File: src/rtl/spi_pkg.sv
// rtl/spi_pkg.sv - shared state encoding, default width and output decode for the SPI transaction FSM
package spi_pkg;

    localparam int SPI_WIDTH = 8;

    typedef enum logic [2:0] {
        IDLE,
        GET_ADDR,
        ADDR_LATCH,
        READ_LOAD,
        READ_SHIFT,
        WRITE_SHIFT,
        WRITE_COMMIT,
        DONE
    } spi_state_t;

    typedef struct packed {
        logic sr_we;
        logic addr_we;
        logic dm_we;
        logic miso_buff_en;
        logic busy;
    } spi_out_t;

    // Moore decode; applied to the next state so the outputs come straight from flops
    function automatic spi_out_t spi_decode(input spi_state_t s);
        spi_out_t o;
        o.sr_we        = (s == READ_LOAD);
        o.addr_we      = (s == ADDR_LATCH);
        o.dm_we        = (s == WRITE_COMMIT);
        o.miso_buff_en = (s == READ_SHIFT);
        o.busy         = (s != IDLE);
        return o;
    endfunction

endpackage

File: src/rtl/spi_txn_fsm_if.sv
// rtl/spi_txn_fsm_if.sv - conditioner-side inputs and datapath strobes of the SPI transaction FSM
interface spi_txn_fsm_if;

    logic cs_cond;
    logic sclk_pe;
    logic sclk_ne;
    logic rw_bit;
    logic sr_we;
    logic addr_we;
    logic dm_we;
    logic miso_buff_en;
    logic busy;

    modport master (
        output cs_cond, sclk_pe, sclk_ne, rw_bit,
        input  sr_we, addr_we, dm_we, miso_buff_en, busy
    );

    modport slave (
        input  cs_cond, sclk_pe, sclk_ne, rw_bit,
        output sr_we, addr_we, dm_we, miso_buff_en, busy
    );

endinterface

File: src/rtl/spi_bitcounter.sv
// rtl/spi_bitcounter.sv - saturating bit counter shared by the address and data phases
module spi_bitcounter
    import spi_pkg::*;
#(
    parameter int WIDTH = SPI_WIDTH,
    parameter int CNTW  = 4
) (
    input  logic clk,
    input  logic reset,
    input  logic clr,
    input  logic en,
    output logic last,
    output logic done
);

    localparam logic [CNTW-1:0] MAX = CNTW'(WIDTH);

    logic [CNTW-1:0] cnt;

    always_ff @(posedge clk) begin
        if (reset || clr) begin
            cnt <= '0;
        end else if (en && (cnt != MAX)) begin
            cnt <= cnt + 1'b1;
        end
    end

    assign done = (cnt == MAX);
    assign last = (cnt == MAX - 1'b1);

endmodule

File: src/rtl/spi_txn_fsm.sv
// rtl/spi_txn_fsm.sv - SPI address+R/W byte then data byte sequencer; SPI_TIMEOUT_EN adds an SCLK stall abort
module spi_txn_fsm
    import spi_pkg::*;
#(
    parameter int WIDTH          = SPI_WIDTH,
    parameter int CNTW           = 4,
    parameter int TIMEOUT_CYCLES = 1023
) (
    input logic          clk,
    input logic          reset,
    spi_txn_fsm_if.slave bus
);

    spi_state_t state, state_nxt;
    spi_out_t   outs;
    logic       cnt_clr, cnt_en, cnt_last, cnt_done;
    logic       shifting, abort, timeout;

    assign shifting = (state == GET_ADDR) || (state == READ_SHIFT) || (state == WRITE_SHIFT);

`ifdef SPI_TIMEOUT_EN
    localparam int TOW = $clog2(TIMEOUT_CYCLES + 1);

    logic [TOW-1:0] to_cnt;

    // Any SCLK edge restarts the stall window; leaving the shift states clears it too
    always_ff @(posedge clk) begin
        if (reset || !shifting || bus.sclk_pe || bus.sclk_ne) begin
            to_cnt <= '0;
        end else begin
            to_cnt <= to_cnt + 1'b1;
        end
    end

    assign timeout = shifting && !bus.sclk_pe && !bus.sclk_ne &&
                     (to_cnt == TOW'(TIMEOUT_CYCLES - 1));
`else
    assign timeout = (TIMEOUT_CYCLES < 0);
`endif

    assign abort   = (state != IDLE) && (bus.cs_cond || timeout);
    assign cnt_clr = abort || !shifting;
    assign cnt_en  = !cnt_done &&
                     ((((state == GET_ADDR) || (state == WRITE_SHIFT)) && bus.sclk_pe) ||
                      ((state == READ_SHIFT) && bus.sclk_ne));

    spi_bitcounter #(.WIDTH(WIDTH), .CNTW(CNTW)) u_bitcounter (
        .clk   (clk),
        .reset (reset),
        .clr   (cnt_clr),
        .en    (cnt_en),
        .last  (cnt_last),
        .done  (cnt_done)
    );

    always_comb begin
        state_nxt = state;
        if (abort) begin
            state_nxt = IDLE;
        end else begin
            case (state)
                IDLE:         if (!bus.cs_cond) state_nxt = GET_ADDR;
                GET_ADDR:     if (cnt_en && cnt_last) state_nxt = ADDR_LATCH;
                ADDR_LATCH:   state_nxt = bus.rw_bit ? READ_LOAD : WRITE_SHIFT;
                READ_LOAD:    state_nxt = READ_SHIFT;
                READ_SHIFT:   if (cnt_en && cnt_last) state_nxt = DONE;
                WRITE_SHIFT:  if (cnt_en && cnt_last) state_nxt = WRITE_COMMIT;
                WRITE_COMMIT: state_nxt = DONE;
                DONE:         state_nxt = DONE;
                default:      state_nxt = IDLE;
            endcase
        end
    end

    always_ff @(posedge clk) begin
        if (reset) begin
            state <= IDLE;
            outs  <= '0;
        end else begin
            state <= state_nxt;
            outs  <= spi_decode(state_nxt);
        end
    end

    assign bus.sr_we        = outs.sr_we;
    assign bus.addr_we      = outs.addr_we;
    assign bus.dm_we        = outs.dm_we;
    assign bus.miso_buff_en = outs.miso_buff_en;
    assign bus.busy         = outs.busy;

endmodule

File: src/flat_wrapper.sv
// flat-port wrapper written by rule: the top's interface ports become plain ports
module spi_txn_fsm_flat import spi_pkg::*;
#(
    parameter int WIDTH          = SPI_WIDTH,
    parameter int CNTW           = 4,
    parameter int TIMEOUT_CYCLES = 1023
)
  (clk, reset, bus_cs_cond, bus_sclk_pe, bus_sclk_ne, bus_rw_bit, bus_sr_we, bus_addr_we, bus_dm_we, bus_miso_buff_en, bus_busy);
  spi_txn_fsm_if bus_i ();
  input logic clk;
  input logic reset;
  input wire logic [$bits(bus_i.cs_cond)-1:0] bus_cs_cond;
  input wire logic [$bits(bus_i.sclk_pe)-1:0] bus_sclk_pe;
  input wire logic [$bits(bus_i.sclk_ne)-1:0] bus_sclk_ne;
  input wire logic [$bits(bus_i.rw_bit)-1:0] bus_rw_bit;
  output wire logic [$bits(bus_i.sr_we)-1:0] bus_sr_we;
  output wire logic [$bits(bus_i.addr_we)-1:0] bus_addr_we;
  output wire logic [$bits(bus_i.dm_we)-1:0] bus_dm_we;
  output wire logic [$bits(bus_i.miso_buff_en)-1:0] bus_miso_buff_en;
  output wire logic [$bits(bus_i.busy)-1:0] bus_busy;
  assign bus_i.cs_cond = bus_cs_cond;
  assign bus_i.sclk_pe = bus_sclk_pe;
  assign bus_i.sclk_ne = bus_sclk_ne;
  assign bus_i.rw_bit = bus_rw_bit;
  assign bus_sr_we = bus_i.sr_we;
  assign bus_addr_we = bus_i.addr_we;
  assign bus_dm_we = bus_i.dm_we;
  assign bus_miso_buff_en = bus_i.miso_buff_en;
  assign bus_busy = bus_i.busy;
  spi_txn_fsm #(.WIDTH(WIDTH), .CNTW(CNTW), .TIMEOUT_CYCLES(TIMEOUT_CYCLES)) u_core (.clk(clk), .reset(reset), .bus(bus_i));
endmodule
File: config.mk
export PLATFORM = sky130hd
export DESIGN_NAME = spi_txn_fsm_flat
export DESIGN_NICKNAME = d
export VERILOG_FILES = /design/src/rtl/spi_pkg.sv /design/src/rtl/spi_txn_fsm_if.sv /design/src/rtl/spi_bitcounter.sv /design/src/rtl/spi_txn_fsm.sv /design/src/flat_wrapper.sv
export SDC_FILE = /design/constraint.sdc
export NUM_CORES = 1
export LEC_CHECK = 0
export CAP_MARGIN = 20
export CELL_PAD_IN_SITES_DETAIL_PLACEMENT = 2
export CELL_PAD_IN_SITES_GLOBAL_PLACEMENT = 2
export CORE_MARGIN = 2
export CORE_UTILIZATION = 34
export CTS_BUF_LIST = sky130_fd_sc_hd__clkbuf_8
export DETAILED_ROUTE_END_ITERATION = 6
export MAX_ROUTING_LAYER = met4
export PLACE_DENSITY = 0.82
export SYNTH_ARGS = -nofsm -noshare
export SYNTH_HDL_FRONTEND = slang
export SYNTH_SLANG_ARGS = --single-unit
export TNS_END_PERCENT = 50
File: constraint.sdc
create_clock -name clk -period 3.55 [get_ports clk]
set_clock_uncertainty 0.05 [all_clocks]
set_input_delay 0.355 -clock clk [delete_from_list [all_inputs] [get_ports clk]]
set_output_delay 0.355 -clock clk [all_outputs]
set_load 0.05 [all_outputs]
==> impl.org <==
** Status
- Run status :: finished, final reports clean

** Min path
- Critical hold path startpoint :: u_core.u_bitcounter.cnt[1]
- The path with the worst hold slack has its endpoint at u_core.u_bitcounter.cnt[3].
- The tightest min-delay check is of the flip-flop to flip-flop type.
- The worst hold path was traced through 2 stages.

** Clock network
- TritonCTS built the clock tree.
- Setup Fix Bufs, Post-CTS :: 0
- Worst-skew pair later-pin latency :: 0.24 ns
- Post_cts resized :: 0
- Buffer type at the clock tree root :: sky130_fd_sc_hd__clkbuf_8
- Number of sinks driven by the clock tree :: 12
- After clock tree synthesis, the clock-pin slew on the worst setup and hold paths is 0.05 ns.
- The number of clock buffers added by TritonCTS is 3.
- In this run the number of H-tree levels came out at 1.
- The clock passes through at most 2 buffers.
- Post-CTS Hold Fix Bufs :: 0

** STA
- The worst pin sits at a relative slew slack of 0.656.
- For this run, the top clock speed supported by timing is 0.571 GHz.
- Period utilization :: 0.493
- Transition time of the tightest slew-check pin :: 0.514 ns
- Setup repair after global routing left no endpoint under its margin.
- The clock period could shrink to 1.75 ns.
- Final setup margin :: 1.80 ns
- Summed over all failing endpoints, the final setup total negative slack is 0 ns.
- Setup violations remaining at the end of the flow were counted as 0.
- The max-slew violation count is 0.
- The number of hold violations in the final report is 0.

** Job
- Across the run, the number of max-cap violations was 0.

** Logic synthesis
- Area share of the largest cell type after synthesis :: 0.414
- In the synthesized netlist, the number of instances is 61.
- The synthesized netlist occupies a cell area of 581 sq um.
- In the synthesized netlist the async set-or-reset flop fraction comes to 0.
- Post-synthesis xor/xnor area fraction :: 0.0151
- Of the total synthesized cell area, the portion taken by AND, OR, NAND and NOR gates is 0.315.
- Mapped Nets :: 69
- Yosys mapped the design onto 29 distinct sky130hd cell types.
- Prevailing post-synth register cell :: sky130_fd_sc_hd__dfxtp_1
- The share of the Yosys chip area taken by registers is 0.414.
- Warning count from the yosys run :: 0
- Complex-gate fraction of the synthesized area :: 0.144
- Leading cell types by total area after synthesis :: sky130_fd_sc_hd__dfxtp_1, sky130_fd_sc_hd__a221oi_4, sky130_fd_sc_hd__nor2_1
- Largest family of logic cells by synthesized area :: simple AND/OR/NAND/NOR gates
- Library cell with the largest summed area after synthesis :: sky130_fd_sc_hd__dfxtp_1
- Multiplexer share of the synthesized area :: 0.0345
- EDFF count, synth :: 0
- Avg Synthesized Cell Area :: 9.52 sq um
- Commonest cells in the synthesized netlist :: sky130_fd_sc_hd__dfxtp_1, sky130_fd_sc_hd__nor2_1, sky130_fd_sc_hd__inv_1, sky130_fd_sc_hd__nand2_1
- In the post-synthesis netlist, the cell with the most instances is sky130_fd_sc_hd__dfxtp_1.
- After synthesis the netlist holds a flip-flop and latch count of 12.
- Post-synthesis adder-cell area fraction :: 0.0431

** Worst setup path
- The number of cells on the worst reg-to-reg path is 5.
- Data arrival at the endpoint of the critical path :: 1.35 ns
- Start point of the critical path :: u_core.bus.addr_we
- Of all nets on the critical path, the largest fanout is 1.
- The worst setup path is launched from a flip-flop.
- Kind of end point of the critical path :: primary output
- Cell with the largest stage delay on the worst path :: sky130_fd_sc_hd__clkdlybuf4s50_1
- Counting both buffers and inverters, the worst setup path holds a total of 1.
- Startpoint of the worst-slack reg-to-reg timing path :: u_core.u_bitcounter.cnt[0]
- Minimum setup slack among reg-to-reg paths :: 1.89 ns
- The kind of cell with the highest combined delay along the critical path is buffers and inverters.
- On the worst path, the slowest cell contributes a delay of 0.81 ns.
- The endpoint identified for the worst register-to-register timing path is u_core.bus.dm_we.
- Data on the critical path is required at its endpoint by 3.14 ns.
- Critical path, cell by cell :: clkdlybuf4s50_1
- The critical path is of the flip-flop to primary output type.

** Finish
- At the end of the flow, the number of nets in the layout was 83.
- The number of antenna diodes in the final layout is 0.
- Of the cells placed in the final design, the portion with a size suffix greater than 1 is 0.0822.
- Non-filler instance count after layout :: 89
- Area added between synthesis and finish :: 26.9%

** Global routing
- The number of global-route vias before repair was 508.
- The first global-routing pass estimated 2330 um of wire.
- In the global route stage, overall resource usage came out at 0.172.
- The total overflow left after global routing is 0.
- Pin count of the biggest net entering global routing :: 11
- The initial antenna violation count came to 0.

** Route
- Number of DRC violations after detailed routing :: 0
- After detailed routing, the number of vias per cell comes to 5.53.
- In this run the remaining antenna-violating nets after routing total 0.
- Wirelength per Cell :: 15.5 um
- First-pass iteration count of the detailed router :: 2
- DR vias :: 492
- In this run, the number of DRC markers left after iteration 0 of detailed routing was 1.
- Wire length after detailed routing :: 1380 um

** Placement
- DPL Wire Length :: 1090 um
- Post-placement cell count :: 86
- Post-Place Setup Slack :: 1.61 ns
- I/O Buffers :: 10
- Gpl congestion :: 0.735

** Power
- For this design the ratio of total power to cell area is 375 mW/mm^2.
- Across the VDD grid, the largest voltage drop is 227 uV.
- The analysis attributes to cell leakage a power of 0.292 nW.

** Floorplan
- Std-Cell Rows :: 14
- IO Pins :: 11
- The die covers 0.00205 sq mm.
- The initial utilization of the core area, before any placement, comes to 0.372.
- Vert. Die Dim :: 45.3 um
- The die is 45.3 um wide.
- Core Area :: 0.00156 sq mm
[power by group]
| group | total [mW] | internal, mW | switching [mW] | leakage (nW) |
|---|---|---|---|---|
| clock | 0.120 | 0.0744 | 0.0458 | 0.0216 |
| combinational | 0.0187 | 0.00989 | 0.00884 | 0.174 |
| sequential | 0.138 | 0.136 | 0.00138 | 0.0972 |
[layout by cell type, fill, tap and decap left out, types with 2 or more instances in the layout]
cell                               n
sky130_fd_sc_hd__nand4_1           2
sky130_fd_sc_hd__mux2i_1           2
sky130_fd_sc_hd__nor3_1            2
sky130_fd_sc_hd__a21oi_1           2
sky130_fd_sc_hd__nor2b_1           2
sky130_fd_sc_hd__clkbuf_8          3
sky130_fd_sc_hd__o211ai_1          2
sky130_fd_sc_hd__nor2_1            7
sky130_fd_sc_hd__dfxtp_1          12
sky130_fd_sc_hd__or3_1             2
sky130_fd_sc_hd__ha_1              2
sky130_fd_sc_hd__nand2b_1          2
sky130_fd_sc_hd__nand2_1           4
sky130_fd_sc_hd__inv_1             4
sky130_fd_sc_hd__clkdlybuf4s50_1  10
[final cells by class]
type | count | area (sq um)
Clock buffer | 3 | 41.3
Fill cell | 169 | 822
Inverter | 4 | 15.0
Multi-Input combinational cell | 44 | 320
Sequential cell | 12 | 240
Tap cell | 16 | 20.0
Timing Repair Buffer | 10 | 100
[layer usage]
layer,wire length [um],GRT usage,up-vias,part of all wire
met4,31,0.106,0,0.022
met3,32,0.0360,5,0.023
met5,0,-,-,0
met1,672,0.228,239,0.49
li1,-,-,240,-
met2,646,0.237,8,0.47
[how the worst max path moves through the flow]
stage,endpoint,cells after the start
after detailed placement,u_core.bus.dm_we,5
after CTS,bus_addr_we,1
after global placement,u_core.bus.dm_we,5
final,bus_addr_we,1
after global routing,u_core.bus.addr_we,5
after floorplan,u_core.u_bitcounter.cnt[3],6
[flip-flops by register name, summed over array words and instances (netlist names)]
signal,cells
u_core.bus.dm_we,1
u_core.bus.miso_buff_en,1
u_core.state,3
u_core.u_bitcounter.cnt,4
u_core.bus.busy,1
u_core.bus.addr_we,1
u_core.bus.sr_we,1
[metrics by stage]
stage	instance area, sq um	util	total power [mW]	hold WS [ns]
after floorplan	581	-	0.149	0.381
after global placement	696	0.446	0.158	0.490
after detailed placement	696	0.446	0.159	0.518
after CTS	737	0.473	0.281	0.529
after global routing	737	0.473	0.291	0.543
final	737	0.473	0.277	0.523
[logic make-up (layout without fill, tap and decap cells)]
| family | after synthesis | in the layout |
|---|---|---|
| xor gates and xnor gates | 1 | 1 |
| adders and majority gates | 2 | 2 |
| buffers and inverters | 5 | 17 |
| muxes | 2 | 2 |
| DFF | 12 | 12 |
| and+or+nand+nor | 30 | 30 |
| AOI/OAI and AO/OA | 9 | 9 |
(Power assumes the default switching activity.)
